**src/rtl/hex_display_ctrl.sv**
```systemverilog
// Avalon-MM slave driving six active-low seven-segment digits, with blanking,
// blinking, decimal points, a programmable tick prescaler and an optional up-counter.
module hex_display_ctrl #(
   parameter logic [31:0] DEFAULT_DIV = 32'd24999999,
   parameter int          NUM_DIGITS  = 6
) (
   input  logic        clk,
   input  logic        reset_n,
   input  logic [2:0]  address,
   input  logic        chipselect,
   input  logic        write_n,
   input  logic [31:0] writedata,
   output logic [31:0] readdata,
   output logic [7:0]  hex0,
   output logic [7:0]  hex1,
   output logic [7:0]  hex2,
   output logic [7:0]  hex3,
   output logic [7:0]  hex4,
   output logic [7:0]  hex5,
   output logic        tick
);

   logic [23:0]           value_q;
   logic                  en_q;
   logic                  count_en_q;
   logic [NUM_DIGITS-1:0] blank_q;
   logic [NUM_DIGITS-1:0] blink_q;
   logic [NUM_DIGITS-1:0] dp_q;
   logic [31:0]           div_q;
   logic [31:0]           cnt_q;
   logic                  phase_q;
   logic                  wrap_q;
   logic [7:0]            hex_q    [NUM_DIGITS];
   logic [7:0]            hex_next [NUM_DIGITS];

   logic wr;
   logic wr_value;
   logic wr_div;
   logic wr_status;
   logic do_incr;
   logic wrap_event;

   assign wr         = chipselect & ~write_n;
   assign wr_value   = wr & (address == 3'd0);
   assign wr_div     = wr & (address == 3'd5);
   assign wr_status  = wr & (address == 3'd6);

   // A DIV write restarts the prescaler and suppresses that cycle's tick.
   assign tick       = (cnt_q == div_q) & ~wr_div;
   assign do_incr    = count_en_q & tick & ~wr_value;
   assign wrap_event = do_incr & (value_q == 24'hFFFFFF);

   function automatic logic [6:0] decode(input logic [3:0] nib);
      logic [6:0] seg;
      case (nib)
         4'h0: seg = 7'h40;
         4'h1: seg = 7'h79;
         4'h2: seg = 7'h24;
         4'h3: seg = 7'h30;
         4'h4: seg = 7'h19;
         4'h5: seg = 7'h12;
         4'h6: seg = 7'h02;
         4'h7: seg = 7'h78;
         4'h8: seg = 7'h00;
         4'h9: seg = 7'h10;
         4'hA: seg = 7'h08;
         4'hB: seg = 7'h03;
         4'hC: seg = 7'h46;
         4'hD: seg = 7'h21;
         4'hE: seg = 7'h06;
         default: seg = 7'h0E;
      endcase
      return seg;
   endfunction

   always_ff @(posedge clk or negedge reset_n) begin
      if (!reset_n) begin
         value_q    <= 24'd0;
         en_q       <= 1'b0;
         count_en_q <= 1'b0;
         blank_q    <= '0;
         blink_q    <= '0;
         dp_q       <= '0;
         div_q      <= DEFAULT_DIV;
         cnt_q      <= 32'd0;
         phase_q    <= 1'b0;
         wrap_q     <= 1'b0;
      end else begin
         if (wr_div || tick) cnt_q <= 32'd0;
         else                cnt_q <= cnt_q + 32'd1;
         if (tick) phase_q <= ~phase_q;

         if (wr_value)     value_q <= writedata[23:0];
         else if (do_incr) value_q <= value_q + 24'd1;

         // A wrap coinciding with a software clear keeps the flag set.
         if (wrap_event)                    wrap_q <= 1'b1;
         else if (wr_status && writedata[1]) wrap_q <= 1'b0;

         if (wr && address == 3'd1) begin
            en_q       <= writedata[0];
            count_en_q <= writedata[1];
         end
         if (wr && address == 3'd2) blank_q <= writedata[NUM_DIGITS-1:0];
         if (wr && address == 3'd3) blink_q <= writedata[NUM_DIGITS-1:0];
         if (wr && address == 3'd4) dp_q    <= writedata[NUM_DIGITS-1:0];
         if (wr_div)                div_q   <= writedata;
      end
   end

   always_comb begin
      for (int i = 0; i < NUM_DIGITS; i++) begin
         hex_next[i] = 8'hFF;
         if (en_q && !blank_q[i] && !(blink_q[i] && phase_q))
            hex_next[i] = {~dp_q[i], decode(value_q[4*i +: 4])};
      end
   end

   always_ff @(posedge clk or negedge reset_n) begin
      if (!reset_n) begin
         for (int i = 0; i < NUM_DIGITS; i++) hex_q[i] <= 8'hFF;
      end else begin
         for (int i = 0; i < NUM_DIGITS; i++) hex_q[i] <= hex_next[i];
      end
   end

   always_comb begin
      readdata = 32'd0;
      case (address)
         3'd0: readdata = {8'd0, value_q};
         3'd1: readdata = {30'd0, count_en_q, en_q};
         3'd2: readdata[NUM_DIGITS-1:0] = blank_q;
         3'd3: readdata[NUM_DIGITS-1:0] = blink_q;
         3'd4: readdata[NUM_DIGITS-1:0] = dp_q;
         3'd5: readdata = div_q;
         3'd6: readdata = {30'd0, wrap_q, phase_q};
         default: readdata = 32'd0;
      endcase
   end

   assign hex0 = hex_q[0];
   assign hex1 = hex_q[1];
   assign hex2 = hex_q[2];
   assign hex3 = hex_q[3];
   assign hex4 = hex_q[4];
   assign hex5 = hex_q[5];

endmodule
```
**config.mk**
```make
export PLATFORM = sky130hd
export DESIGN_NAME = hex_display_ctrl
export DESIGN_NICKNAME = d
export VERILOG_FILES = /design/src/rtl/hex_display_ctrl.sv
export SDC_FILE = /design/constraint.sdc
export NUM_CORES = 1
export LEC_CHECK = 0
export BUFFER_PORTS_ARGS = -buffer_cell sky130_fd_sc_hd__buf_2
export CAP_MARGIN = 20
export CELL_PAD_IN_SITES_DETAIL_PLACEMENT = 1
export CELL_PAD_IN_SITES_GLOBAL_PLACEMENT = 2
export CORE_MARGIN = 2
export CORE_UTILIZATION = 37
export CTS_BUF_LIST = sky130_fd_sc_hd__clkbuf_4 sky130_fd_sc_hd__clkbuf_8 sky130_fd_sc_hd__clkbuf_16
export DETAILED_ROUTE_END_ITERATION = 16
export GPL_TIMING_DRIVEN = 0
export PLACE_DENSITY = 0.91
export SYNTH_ARGS = -nofsm -noshare
export SYNTH_HDL_FRONTEND = slang
export SYNTH_SLANG_ARGS = --single-unit
```
**constraint.sdc**
```tcl
create_clock -name clk -period 2.3 [get_ports clk]
set_input_delay 0.345 -clock clk [delete_from_list [all_inputs] [get_ports clk]]
set_output_delay 0.345 -clock clk [all_outputs]
set_load 0.02 [all_outputs]
```
==> results.json <==
{
  "status": "finished with violations",
  "failed_checks": "negative setup slack",
  "gr-usage-all-layers_pct": 22.1,
  "start_util_pct": 38.0,
  "cp-start-kind": "flop",
  "path_buf_inv": 1,
  "grt_pass1_vias": 7773,
  "cp_max_fo": 3,
  "ioPinCount": 120,
  "cap_violations": 0,
  "setup_viol": 23,
  "grt_antenna_before_repair": 0,
  "ys_seq_area_share_pct": 45.0,
  "root_buffer": "clkbuf_16",
  "drc": 0,
  "htree_levels": 4,
  "power.total_uw": 10200,
  "finalHoldWorstSlack_ns": 0.0971,
  "ir_drop_mv": 0.496,
  "synth_flop_cell": "dfrtp_1",
  "via_per_inst": 5.25,
  "fin_area_um2": 11300,
  "grt_start_max_net_pins": 87,
  "finalNonFillerCells": 1419,
  "insertedDiodeCount": 0,
  "dr_wl_met3_um": 950,
  "worst_slack_ns": -0.227,
  "slew_violations": 0,
  "p_leak_uw": 0.00524,
  "antenna_left": 0,
  "routed.top_layer": "met4",
  "crit_path_max_incr_delay_ns": 0.58,
  "cts_tree": "yes",
  "final-hold-violation-count": 0,
  "synth_nets": 1001,
  "rows": 56,
  "placed_cells": 1366,
  "dp_hpwl_mm": 19.7,
  "routed-wl-met2_mm": 13.9,
  "path_class": "flop to output port",
  "period_share_pct": 110,
  "hp-class": "input port to flop",
  "yosysWarnings": 0,
  "endpoint_kind": "output port",
  "worstMarginPinSlew_ns": 0.918,
  "firstDrtPassIters": 4,
  "avgSynthCellArea_um2": 9.70,
  "period_minus_slack_ns": 2.53,
  "area_growth_pct": 25.4,
  "routedWlPerCell_um": 19.7,
  "wl_mm": 27.9,
  "vias": 7451,
  "utilization_pct": 47.7,
  "drt_iter0_drc": 510,
  "clock_sinks": 158,
  "grt_pass1_wl_mm": 44.4,
  "numCtsBuffers": 17,
  "slowest_stage": "dfstp_2",
  "nFillCells": 2709,
  "drive_gt1_share_pct": 31.7,
  "core_area_um2": 23600,
  "required_ns": 1.96,
  "skew_ns": 0.00931,
  "grt_overflow": 0,
  "fp.dieW_um": 160,
  "ys_ff_latch": 158,
  "synth_edf_count": 0,
  "p_per_area_nw_per_um2": 904,
  "place_area_um2": 10000,
  "multiInputGateArea_um2": 4820,
  "clock.fmax_ghz": 0.396,
  "relSlewSlack_pct": 38.7,
  "cp.arrival_ns": 2.18,
  "die-area_um2": 25500,
  "seqCellArea_um2": 4040,
  "met1_length_mm": 12.5,
  "final_nets": 1163,
  "rsz0062_at_grt": "yes",
  "syn-instance-count": 925,
  "worst_path_dominant_cell_family": "simple AND/OR/NAND/NOR gates",
  "gp_congestion": 0.825,
  "clockBufferDepth": 2,
  "port_buffers": 118,
  "synth_cell_types": 56,
  "syn_area_um2": 8970,
  "clk_pin_slew_worst_paths_ns": 0.07,
  "synth-async-reset-ratio_pct": 100,
  "clk_latency_ns": 0.44,
  "dieHeight_um": 160,
  "worstPathCellList": "xor2_2 > nor4_2 > nand4_2 > or2_4 > nor2_4 > buf_6"
}
==> cells in the final DEF, fill, tap and decap left out, drive strengths merged, types with 32 or more instances in the layout <==
cell / n
buf: 161
clkbuf: 59
dfrtp: 93
dfstp: 65
ha: 37
inv: 32
nand2: 181
nand3: 34
nor2: 59
xnor2: 36
xor2: 48
==> worst min-delay path, cell delays in order <==
cell and delay (ns):
buf_2 0.07, nand2_1 0.04, nand2_1 0.05
==> synthesized netlist by cell type (7+ instances only) <==
master / number / area share (%)
mux2i_1: 17 / 1.9
nor4_1: 9 / 0.63
buf_6: 7 / 0.88
a21o_1: 10 / 0.84
a22o_1: 18 / 1.8
and3_1: 7 / 0.49
dfrtp_1: 93 / 26
o311ai_0: 12 / 1.2
nand2_1: 181 / 7.6
nor2_1: 59 / 2.5
inv_1: 32 / 1.3
a21oi_1: 13 / 0.73
xor2_1: 47 / 4.6
nor4_2: 14 / 2.0
nand2b_1: 13 / 0.91
o21ai_1: 16 / 0.89
nor3_1: 11 / 0.61
buf_2: 8 / 0.45
nand4_1: 12 / 0.84
and2_1: 12 / 0.84
dfstp_2: 65 / 19
mux2_2: 22 / 2.8
o211ai_1: 31 / 2.6
o21ai_0: 15 / 0.84
nand3_1: 33 / 1.8
xnor2_1: 36 / 3.5
clkbuf_1: 39 / 1.6
ha_1: 37 / 5.2
==> sequential cells by signal (all words and copies together) (netlist names) <==
signal      count
blink_q         6
value_q        24
dp_q            6
div_q          32
hex1            8
en_q            1
hex4            8
blank_q         6
hex2            8
hex5            8
hex3            8
wrap_q          1
count_en_q      1
phase_q         1
hex0            8
cnt_q          32
==> area by class of cell <==
class,count,area share [%]
plain buffers,55,2.98
repair buffers,147,8.17
multi-input cells,676,42.9
well taps,319,3.55
inverters,32,1.07
flip-flops and latches,158,35.9
clock buffers,19,3.97
clock inverters,13,1.48
==> what timing repair did <==
item,CTS,global route
hold endpoints to repair,52,0
setup buffers,11,11
pin swaps,38,37
gates resized for setup,54,36
setup endpoints to repair,68,73
hold buffers,1,0
cloned,2,0
==> kinds of logic after synthesis <==
| family | Yosys count | synth area share (%) |
|---|---|---|
| compound gates | 137 | 10.7 |
| fa+ha+maj | 37 | 5.16 |
| simple gates | 375 | 20.7 |
| xor+xnor | 84 | 8.28 |
| buf+inv | 91 | 4.50 |
| flops | 158 | 45.0 |
| mux | 43 | 5.66 |
==> layer usage <==
layer,track usage [%],vias to the layer above
met3,2.83,34
met1,29.3,3757
met5,0,-
met2,37.6,167
li1,-,3493
met4,6.86,0
==> path summary, 6_finish.rpt <==
check                         startpoint          end  slack, ns  depth (start not counted)
max                            div_q[18]         tick      -0.23                          6
min                        writedata[27]    div_q[27]        0.1                          3
max reg2reg                    div_q[18]  value_q[17]      -0.19                         10
min reg2reg                      dp_q[3]      hex3[7]       0.43                          1
max in group asynchronous        reset_n      hex5[3]       0.98                          3
min in group asynchronous        reset_n     cnt_q[2]       0.48                          2
==> power by group <==
part | switching, µW | internal [µW]
clock | 1230 | 1750
combinational | 1890 | 1180
sequential | 537 | 3590
==> metrics by stage <==
step | TNS, ns | setup WS, ns
2_1_floorplan | 0 | 0.203
3_3_place_gp | -190.40 | -1.54
3_5_place_dp | -11.28 | -0.372
4_1_cts | -1.05 | -0.221
5_1_grt | -4.77 | -0.298
6_report | -1.90 | -0.227
Power figures use the tool's default switching activity.
